**src/rtl/ps2_keycode_decoder.sv**
```systemverilog
// PS/2 Scan Code Set 2 decoder: make/break/E0/E1 parser, modifier tracking, US ASCII FIFO.
// Optional keypad/numlock support is enabled by defining PS2_NUMLOCK_EN.
module ps2_keycode_decoder #(
  parameter int unsigned FIFO_DEPTH = 8,
  parameter int unsigned CNT_W      = $clog2(FIFO_DEPTH + 1)
) (
  input  logic             clk,
  input  logic             rst,
  input  logic [7:0]       scan_code,
  input  logic             valid,
  output logic [7:0]       ascii,
  output logic             ascii_valid,
  input  logic             ascii_ready,
  output logic             evt_valid,
  output logic [7:0]       evt_code,
  output logic             evt_ext,
  output logic             evt_break,
  output logic             shift,
  output logic             ctrl,
  output logic             caps,
  output logic             overflow,
`ifdef PS2_NUMLOCK_EN
  output logic             numlock,
`endif
  output logic [CNT_W-1:0] fill
);

  localparam int unsigned PTR_W = $clog2(FIFO_DEPTH);

  typedef enum logic [2:0] {S_IDLE, S_EXT, S_BRK, S_EXT_BRK, S_SKIP} state_t;

  state_t     state, state_nxt;
  logic [2:0] skip_cnt, skip_nxt;
  logic       emit, emit_ext, emit_brk, ignored;

  assign ignored = (scan_code == 8'h00) || (scan_code == 8'hAA) || (scan_code == 8'hFA) ||
                   (scan_code == 8'hFE) || (scan_code == 8'hEE);

  always_ff @(posedge clk or posedge rst) begin
    if (rst) begin
      state    <= S_IDLE;
      skip_cnt <= 3'd0;
    end else begin
      state    <= state_nxt;
      skip_cnt <= skip_nxt;
    end
  end

  // Prefix parser; emit marks the byte that completes a key transition.
  always_comb begin
    state_nxt = state;
    skip_nxt  = skip_cnt;
    emit      = 1'b0;
    emit_ext  = 1'b0;
    emit_brk  = 1'b0;
    if (valid) begin
      case (state)
        S_IDLE: begin
          if (scan_code == 8'hE0)      state_nxt = S_EXT;
          else if (scan_code == 8'hF0) state_nxt = S_BRK;
          else if (scan_code == 8'hE1) begin
            state_nxt = S_SKIP;
            skip_nxt  = 3'd7;
          end else if (!ignored)       emit = 1'b1;
        end
        S_EXT: begin
          if (scan_code == 8'hF0) state_nxt = S_EXT_BRK;
          else begin
            emit      = 1'b1;
            emit_ext  = 1'b1;
            state_nxt = S_IDLE;
          end
        end
        S_BRK: begin
          emit      = 1'b1;
          emit_brk  = 1'b1;
          state_nxt = S_IDLE;
        end
        S_EXT_BRK: begin
          emit      = 1'b1;
          emit_ext  = 1'b1;
          emit_brk  = 1'b1;
          state_nxt = S_IDLE;
        end
        S_SKIP: begin
          skip_nxt = skip_cnt - 3'd1;
          if (skip_cnt == 3'd1) state_nxt = S_IDLE;
        end
        default: state_nxt = S_IDLE;
      endcase
    end
  end

  // {hit, alphabet index}
  function automatic logic [5:0] letter_idx(input logic [7:0] c);
    case (c)
      8'h1C: return {1'b1, 5'd0};   8'h32: return {1'b1, 5'd1};   8'h21: return {1'b1, 5'd2};
      8'h23: return {1'b1, 5'd3};   8'h24: return {1'b1, 5'd4};   8'h2B: return {1'b1, 5'd5};
      8'h34: return {1'b1, 5'd6};   8'h33: return {1'b1, 5'd7};   8'h43: return {1'b1, 5'd8};
      8'h3B: return {1'b1, 5'd9};   8'h42: return {1'b1, 5'd10};  8'h4B: return {1'b1, 5'd11};
      8'h3A: return {1'b1, 5'd12};  8'h31: return {1'b1, 5'd13};  8'h44: return {1'b1, 5'd14};
      8'h4D: return {1'b1, 5'd15};  8'h15: return {1'b1, 5'd16};  8'h2D: return {1'b1, 5'd17};
      8'h1B: return {1'b1, 5'd18};  8'h2C: return {1'b1, 5'd19};  8'h3C: return {1'b1, 5'd20};
      8'h2A: return {1'b1, 5'd21};  8'h1D: return {1'b1, 5'd22};  8'h22: return {1'b1, 5'd23};
      8'h35: return {1'b1, 5'd24};  8'h1A: return {1'b1, 5'd25};
      default: return 6'd0;
    endcase
  endfunction

  // {hit, shifted char, plain char}
  function automatic logic [16:0] sym_char(input logic [7:0] c);
    case (c)
      8'h16: return {1'b1, 8'h21, 8'h31};  8'h1E: return {1'b1, 8'h40, 8'h32};
      8'h26: return {1'b1, 8'h23, 8'h33};  8'h25: return {1'b1, 8'h24, 8'h34};
      8'h2E: return {1'b1, 8'h25, 8'h35};  8'h36: return {1'b1, 8'h5E, 8'h36};
      8'h3D: return {1'b1, 8'h26, 8'h37};  8'h3E: return {1'b1, 8'h2A, 8'h38};
      8'h46: return {1'b1, 8'h28, 8'h39};  8'h45: return {1'b1, 8'h29, 8'h30};
      8'h4E: return {1'b1, 8'h5F, 8'h2D};  8'h55: return {1'b1, 8'h2B, 8'h3D};
      8'h54: return {1'b1, 8'h7B, 8'h5B};  8'h5B: return {1'b1, 8'h7D, 8'h5D};
      8'h5D: return {1'b1, 8'h7C, 8'h5C};  8'h4C: return {1'b1, 8'h3A, 8'h3B};
      8'h52: return {1'b1, 8'h22, 8'h27};  8'h41: return {1'b1, 8'h3C, 8'h2C};
      8'h49: return {1'b1, 8'h3E, 8'h2E};  8'h4A: return {1'b1, 8'h3F, 8'h2F};
      8'h0E: return {1'b1, 8'h7E, 8'h60};
      default: return 17'd0;
    endcase
  endfunction

`ifdef PS2_NUMLOCK_EN
  function automatic logic [8:0] keypad_char(input logic [7:0] c, input logic nl);
    case (c)
      8'h7C: return {1'b1, 8'h2A};
      8'h7B: return {1'b1, 8'h2D};
      8'h79: return {1'b1, 8'h2B};
      8'h70: return {nl, 8'h30};  8'h69: return {nl, 8'h31};  8'h72: return {nl, 8'h32};
      8'h7A: return {nl, 8'h33};  8'h6B: return {nl, 8'h34};  8'h73: return {nl, 8'h35};
      8'h74: return {nl, 8'h36};  8'h6C: return {nl, 8'h37};  8'h75: return {nl, 8'h38};
      8'h7D: return {nl, 8'h39};  8'h71: return {nl, 8'h2E};
      default: return 9'd0;
    endcase
  endfunction
  logic [8:0] kp;
  logic       numlock_held, numlock_nxt, numlock_held_nxt;
  assign kp = keypad_char(scan_code, numlock);
`endif

  logic [5:0]  lt;
  logic [16:0] sy;
  logic        chr_ok;
  logic [7:0]  chr;
  assign lt = letter_idx(scan_code);
  assign sy = sym_char(scan_code);

  // Character decode uses the modifier state held before this byte.
  always_comb begin
    chr_ok = 1'b0;
    chr    = 8'h00;
    if (emit && !emit_brk) begin
      if (emit_ext) begin
        if (scan_code == 8'h5A)      begin chr_ok = 1'b1; chr = 8'h0D; end
        else if (scan_code == 8'h4A) begin chr_ok = 1'b1; chr = 8'h2F; end
      end else if (lt[5]) begin
        chr_ok = 1'b1;
        if (ctrl)               chr = 8'(lt[4:0]) + 8'd1;
        else if (shift ^ caps)  chr = 8'h41 + 8'(lt[4:0]);
        else                    chr = 8'h61 + 8'(lt[4:0]);
      end else if (sy[16]) begin
        chr_ok = 1'b1;
        chr    = shift ? sy[15:8] : sy[7:0];
      end else begin
        case (scan_code)
          8'h29: begin chr_ok = 1'b1; chr = 8'h20; end
          8'h5A: begin chr_ok = 1'b1; chr = 8'h0D; end
          8'h66: begin chr_ok = 1'b1; chr = 8'h08; end
          8'h0D: begin chr_ok = 1'b1; chr = 8'h09; end
          8'h76: begin chr_ok = 1'b1; chr = 8'h1B; end
          default: begin
`ifdef PS2_NUMLOCK_EN
            chr_ok = kp[8];
            chr    = kp[7:0];
`endif
          end
        endcase
      end
    end
  end

  logic lshift, rshift, caps_held;
  logic lshift_nxt, rshift_nxt, ctrl_nxt, caps_nxt, caps_held_nxt;

  // Modifier updates; E0 12 / E0 59 are fake shifts and leave shift untouched.
  always_comb begin
    lshift_nxt    = lshift;
    rshift_nxt    = rshift;
    ctrl_nxt      = ctrl;
    caps_nxt      = caps;
    caps_held_nxt = caps_held;
`ifdef PS2_NUMLOCK_EN
    numlock_nxt      = numlock;
    numlock_held_nxt = numlock_held;
`endif
    if (emit) begin
      if (!emit_ext && scan_code == 8'h12) lshift_nxt = !emit_brk;
      if (!emit_ext && scan_code == 8'h59) rshift_nxt = !emit_brk;
      if (scan_code == 8'h14)              ctrl_nxt   = !emit_brk;
      if (!emit_ext && scan_code == 8'h58) begin
        if (!emit_brk && !caps_held) caps_nxt = !caps;
        caps_held_nxt = !emit_brk;
      end
`ifdef PS2_NUMLOCK_EN
      if (!emit_ext && scan_code == 8'h77) begin
        if (!emit_brk && !numlock_held) numlock_nxt = !numlock;
        numlock_held_nxt = !emit_brk;
      end
`endif
    end
  end

  always_ff @(posedge clk or posedge rst) begin
    if (rst) begin
      lshift    <= 1'b0;
      rshift    <= 1'b0;
      shift     <= 1'b0;
      ctrl      <= 1'b0;
      caps      <= 1'b0;
      caps_held <= 1'b0;
      evt_valid <= 1'b0;
      evt_code  <= 8'h00;
      evt_ext   <= 1'b0;
      evt_break <= 1'b0;
`ifdef PS2_NUMLOCK_EN
      numlock      <= 1'b0;
      numlock_held <= 1'b0;
`endif
    end else begin
      lshift    <= lshift_nxt;
      rshift    <= rshift_nxt;
      shift     <= lshift_nxt | rshift_nxt;
      ctrl      <= ctrl_nxt;
      caps      <= caps_nxt;
      caps_held <= caps_held_nxt;
      evt_valid <= emit;
      if (emit) begin
        evt_code  <= scan_code;
        evt_ext   <= emit_ext;
        evt_break <= emit_brk;
      end
`ifdef PS2_NUMLOCK_EN
      numlock      <= numlock_nxt;
      numlock_held <= numlock_held_nxt;
`endif
    end
  end

  logic [7:0]       mem [FIFO_DEPTH];
  logic [PTR_W-1:0] wr_ptr, rd_ptr, rd_nxt;
  logic             pop, full, push_ok, drop;
  logic [CNT_W-1:0] fill_nxt;
  logic [7:0]       head_nxt;

  assign pop     = ascii_valid && ascii_ready;
  assign full    = (fill == CNT_W'(FIFO_DEPTH));
  assign push_ok = chr_ok && (!full || pop);
  assign drop    = chr_ok && full && !pop;
  assign rd_nxt  = pop ? rd_ptr + PTR_W'(1) : rd_ptr;

  // Registered head: a push landing in the slot that becomes the head bypasses the array.
  always_comb begin
    fill_nxt = fill;
    if (push_ok && !pop)      fill_nxt = fill + CNT_W'(1);
    else if (!push_ok && pop) fill_nxt = fill - CNT_W'(1);
    head_nxt = (push_ok && wr_ptr == rd_nxt) ? chr : mem[rd_nxt];
  end

  always_ff @(posedge clk) begin
    if (push_ok) mem[wr_ptr] <= chr;
  end

  always_ff @(posedge clk or posedge rst) begin
    if (rst) begin
      wr_ptr      <= '0;
      rd_ptr      <= '0;
      fill        <= '0;
      ascii       <= 8'h00;
      ascii_valid <= 1'b0;
      overflow    <= 1'b0;
    end else begin
      if (push_ok) wr_ptr <= wr_ptr + PTR_W'(1);
      rd_ptr      <= rd_nxt;
      fill        <= fill_nxt;
      ascii       <= head_nxt;
      ascii_valid <= (fill_nxt != '0);
      overflow    <= drop;
    end
  end

endmodule

```
**config.mk**
```make
export PLATFORM = sky130hd
export DESIGN_NAME = ps2_keycode_decoder
export DESIGN_NICKNAME = d
export VERILOG_FILES = /design/src/rtl/ps2_keycode_decoder.sv
export SDC_FILE = /design/constraint.sdc
export NUM_CORES = 1
export LEC_CHECK = 0
export ABC_AREA = 1
export BUFFER_PORTS_ARGS = -buffer_cell sky130_fd_sc_hd__buf_4
export CORE_MARGIN = 5
export CORE_UTILIZATION = 41
export CTS_CLUSTER_SIZE = 28
export DETAILED_ROUTE_END_ITERATION = 6
export PLACE_DENSITY = 0.6
export SLEW_MARGIN = 20
export SYNTH_ARGS = -nofsm -noshare
export SYNTH_HDL_FRONTEND = slang
export SYNTH_SLANG_ARGS = --single-unit
export TNS_END_PERCENT = 30
```
**constraint.sdc**
```tcl
create_clock -name clk -period 2.4 [get_ports clk]
set_input_delay 0 -clock clk [delete_from_list [all_inputs] [get_ports clk]]
set_output_delay 0 -clock clk [all_outputs]
set_load 0.005 [all_outputs]
```
Word-level counts from Yosys, hierarchy flattened
Memories as Yosys holds them, arrays and structs flattened. A register that Yosys moved wholly into a read port is not among the register bits. Index checks and enable logic that the tools add are counted.

Register bits after elaboration: 35. RAM bits: 64. ROM bits: 768. Input port bits: 12. Output and inout bits: 28. Word-level logic and storage cells: 160. Memories: 2.

Add/sub/neg operators: 8. Equal/unequal tests: 48. Multiplexer cells: 49. Bitwise logic cells: 2. Reductions and logical operators: 34.

Memories: (no name shown) (words 128, bits a word 6, read ports 1, clocked after Yosys merged registers in 0, write ports 0, line 96) `case (c)`; mem (words 8, bits a word 8, read ports 1, clocked after Yosys merged registers in 1, write ports 1, line 254) `logic [7:0] mem [FIFO_DEPTH];`.

Operators with widths (count): $pmux 17 s21 (1); $eq 8x7->1 const B (17); $eq 8x6->1 const B (7); $eq 8x8->1 const B (7); $mux 8 (7); $eq 8x5->1 const B (4); $pmux 6 s5 (1); $mux 3 (8); $mux 1 (22); $mux 6 (3); $add 7x5->8 const A (2); $eq 8x4->1 const B (2); $logic_and 1x1->1 (11); $pmux 3 s3 (1); $logic_not 8->1 (1); $mux 4 (2); $ne 2x2->1 const B (4); $logic_not 1->1 (7); $add 3x1->3 const B (2); $add 5x1->6 const B (1); $eq 3x1->1 const B (2); $eq 3x2->1 const B (2); $pmux 3 s2 (1); $reduce_and 3->1 (2); other kinds (19) (24).

Longest topological paths before layout
Depth after elaboration: 19. Mapped depth: 19. Mapped depth without buffers: 19.

Least setup slack after synthesis
Ideal clock, no wire load.

Path kind: reg2reg. Start: reg state[1]. End: mem mem[0][0], enable pin. Setup time: 0.383 ns. Data arrival time: 2.222 ns. Data required time: 2.017 ns. Setup slack: -0.205 ns. Stages on the path, launching flop included: 14. Path buffers: 0. Clock period less this slack: 2.605 ns. Path through: dfrtp_1 > inv_2 > nand2_1 > nor2_1 > nand2_1 > nor2_1 > nand2_1 > nand2_2 > nand3_2 > nor2_8 > nand2_8 > nor2_8 > nand2_1 > nor3_1.

Cells in the longest elaborated chain, start to end: 10. Elaborated cells between the ends (all ways): 18. Classes of those cells: eq/ne (3); mux (10); reduce/logical (5).

RTL lines: from (decl) (line 32) `state_t state, state_nxt;`; from (signal assigned) (line 44) `state <= state_nxt;`; $eq 3x2->1 (line 57) `case (state)`; $reduce_or 2->1 (no line); $mux 1 (line 57); $mux 1 (line 56) `if (valid) begin`; $logic_not 1->1 (line 157) `if (emit && !emit_brk) begin`; $logic_and 1x1->1 (line 157); $mux 1 (*) (line 157); $logic_and 1x1->1 (*) (line 262) `assign push_ok = chr_ok && (!full || pop);`; $mux 1 (*) (line 275) `if (push_ok) mem[wr_ptr] <= chr;`; $mux 1 (not written as such) (*) (line 275); to (decl) (line 254).

Mark *: on every way between the ends. The rest lies on a longest branch, timed or not.

Final worst setup path
Start: reg state[0]. End: mem mem[5][7], enable pin.

The elaborated chain is that of the path after synthesis.

==> results.toml <==
[route]
dr.max_layer_used = "met4"
dr_wl_met3_um = 851
vias = 5475
initialDrtViolationCount = 507
via_per_inst = 5.34
drc = 0
met1Wirelength_um = 7990
wl_met2_um = 8220
wl_um = 17400
first_pass_iters = 5
wl_per_cell_um = 17.0
drt.antenna.violating_nets = 0

[layout]
syn2layout_area_growth_pct = 21.8
final_cell_mix = "nand2_1, buf_4, edfxtp_1"
final_common_cell = "nand2_1"
fill_cells = 1399
final_area_sq_mm = 0.00742
antenna_cells = 0
drive_above_1_share_pct = 22.7
fin_nets = 857

[job]
drv_cap = 0

[synth]
synthFlopType = "edfxtp_1"
yosys_warnings = 0
async_reset_ff_share_pct = 40.2
ys_seq_area_share_pct = 49.2
synth-edff-count = 64
synth.avg_cell_area_sq_um = 8.28
synthDistinctLibCells = 46
synth_seq_cells = 107
postSynthCellCount = 736
synth_area_sq_mm = 0.00609

[setup_path]
arrival_ns = 2.33
r2r-start = "state[0]"
rr_endpoint = "mem[5][7]"
path_delay_family = "simple AND/OR/NAND/NOR gates"
cp_cell_sequence = "inv_1 -> nand2_1 -> nor2_2 -> nand2_1 -> nor2_2 -> nand2_1 -> nand2_2 -> nand3_4 -> nor2_8 -> nand2_8 -> nor2_8 -> nand2_4 -> nor3_1 -> buf_4"
cpMostUsedCell = "nand2_1"
reg2reg_slack_ns = 0.12
max_stage_delay_ns = 0.38
rr_worst_depth = 14
crit_cells = 14
crit_buf_inv = 2
crit_start = "state[0]"
startpoint_type = "flop"
critPathKind = "reg -> reg"
end_kind = "flop"
crit_slowest_cell = "dfrtp_1"
crit_end = "mem[5][7]"
cp.required_ns = 2.46
cp_max_fo = 8

[pwr]
power_mw = 6.76
vdd_drop_max_v = 0.000520
power_density_mw_per_mm2 = 910
leakage_nw = 3.40

[clocking]
cts_tree = "yes"
clock_path_buffers = 2
cts_root_buffer = "clkbuf_16"
cts_sinks = 107
numCtsBuffers = 9
clk_latency_ns = 0.36
htreeDepth = 3
clk_pin_slew_ns = 0.07

[floorplanning]
fp.coreArea_sq_mm = 0.0145
fp.dieH_um = 132
pin_count = 40
die_w_um = 132
fp.dieArea_sq_mm = 0.0174
floorplan.initialDensity_pct = 41.9
rows = 44

[place]
globalplace.congestion = 0.977
place_worst_setup_slack_ns = -0.0502
dpl.hpwl_um = 13300
io_buffers = 39
place_area_sq_mm = 0.00698

[sta]
fin_crit_sh_pct = 94.9
maxSlewViolCount = 0
worst_pin_slew_ns = 0.507
finalSetupViolations = 0
holdWs_ns = 0.0535
finalCriticalPeriod_ns = 2.28
slew_headroom_pct = 66.1
fin_ws_ns = 0.124
timing_hold_violations_final = 0
skew_ns = 0.0126
timing.fmax_mhz = 439

[global_routing]
grt.total_usage_pct = 20.3
antenna_found_initial = 0
grt_pass1_wl_um = 28400
grt_max_degree = 24
grt_pass1_vias = 5441
grt.overflow.total = 0

[run_status]
status = "completed"

[hold_path]
hp-class = "in -> reg"
==> final cells by class <==
cell class	instances	area, sq um	area share (%)
Sequential cell	107	3000	40.4
Clock buffer	9	225	3.03
Clock inverter	7	58.8	0.792
Tap cell	184	230	3.10
Multi-Input combinational cell	544	2830	38.2
Inverter	73	274	3.69
Timing Repair Buffer	102	802	10.8
==> report_power, final <==
part / switching [mW] / internal, mW
logic: 1.68 / 1.13
registers: 0.242 / 2.28
clock network: 0.696 / 0.721
total: 2.62 / 4.14
==> flip-flops by register name, summed over array words and instances (netlist names), 3 cells and up <==
register and cells:
ascii 8, evt_code 8, fill 4, mem 64, rd_ptr 3, skip_cnt 3, state 3, wr_ptr 3
==> through the flow <==
| step | utilization (%) | setup TNS [ns] | instances |
|---|---|---|---|
| floorplan | - | -9.46 | 743 |
| global placement | 48.0 | -1.32 | 1003 |
| detailed placement | 48.0 | -0.410 | 1003 |
| CTS | 50.3 | 0 | 1024 |
| global route | 51.1 | -0.992 | 1026 |
| finish | 51.1 | 0 | 1026 |
==> cell families (layout without fill, tap and decap cells) <==
group           count (synthesis)  in the layout  share of synthesized area (%)
xor+xnor                        9              9                           1.29
flops                         107            107                           49.2
compound gates                110            110                           10.3
other cells                     1              8                         0.0615
buf+inv                        92            191                           6.16
fa+ha+maj                       8              8                           1.64
simple gates                  409            409                           31.4
==> worst min-delay path by stage <==
stage | from | to | slack (ns) | cells past startpoint
detailed placement | rst | evt_code[4] | 0.07 | 2
global route | scan_code[1] | evt_code[1] | 0.07 | 3
floorplan | valid | skip_cnt[2] | 0.16 | 2
global placement | rst | evt_valid | 0.06 | 2
CTS | scan_code[1] | evt_code[1] | 0.04 | 3
finish | scan_code[1] | evt_code[1] | 0.05 | 3
==> what timing repair did <==
item | CTS | global route
setup buffers | 0 | 2
gates resized for setup | 0 | 21
hold buffers | 5 | 0
setup endpoints to repair | 0 | 79
endpoints found under the hold margin | 24 | 0
==> synth_stat cells (2+ instances only) <==
library cell,count,share of area [%]
o21ai_1,11,0.90
a211oi_1,9,1.1
inv_1,49,3.0
nand3_1,61,5.0
ha_1,8,1.6
nand3_4,2,0.57
inv_2,20,1.2
edfxtp_1,64,32
nand2_4,2,0.37
clkinv_1,4,0.25
xor2_1,8,1.1
nand2_1,220,14
buf_2,3,0.25
a31oi_1,4,0.41
dfrtp_1,43,18
o2111ai_1,2,0.29
nor2_8,3,0.99
o21ai_0,32,2.6
nor2_2,8,0.82
nand4_1,12,1.2
o21bai_1,2,0.25
nor3_1,14,1.1
o21a_1,2,0.25
a21oi_1,38,3.1
nand2_2,15,1.5
clkbuf_1,10,0.62
nor2_4,6,1.1
a311oi_1,4,0.57
nor2_1,57,3.5
o211ai_1,2,0.25
buf_6,2,0.37
nand3_2,3,0.49
buf_4,3,0.37
==> per-layer routing <==
metal | up-vias | GRT usage [%]
met5 | - | 0
met4 | 0 | 6.51
met3 | 29 | 3.59
met2 | 175 | 33.0
met1 | 2607 | 27.6
li1 | 2664 | -
==> worst min-delay path: cells and delay by family <==
kind | cells | cell delay, ns
buffers and inverters | 2 | 0.20
AOI/OAI and AO/OA | 1 | 0.17
Power figures use the tool's default switching activity.
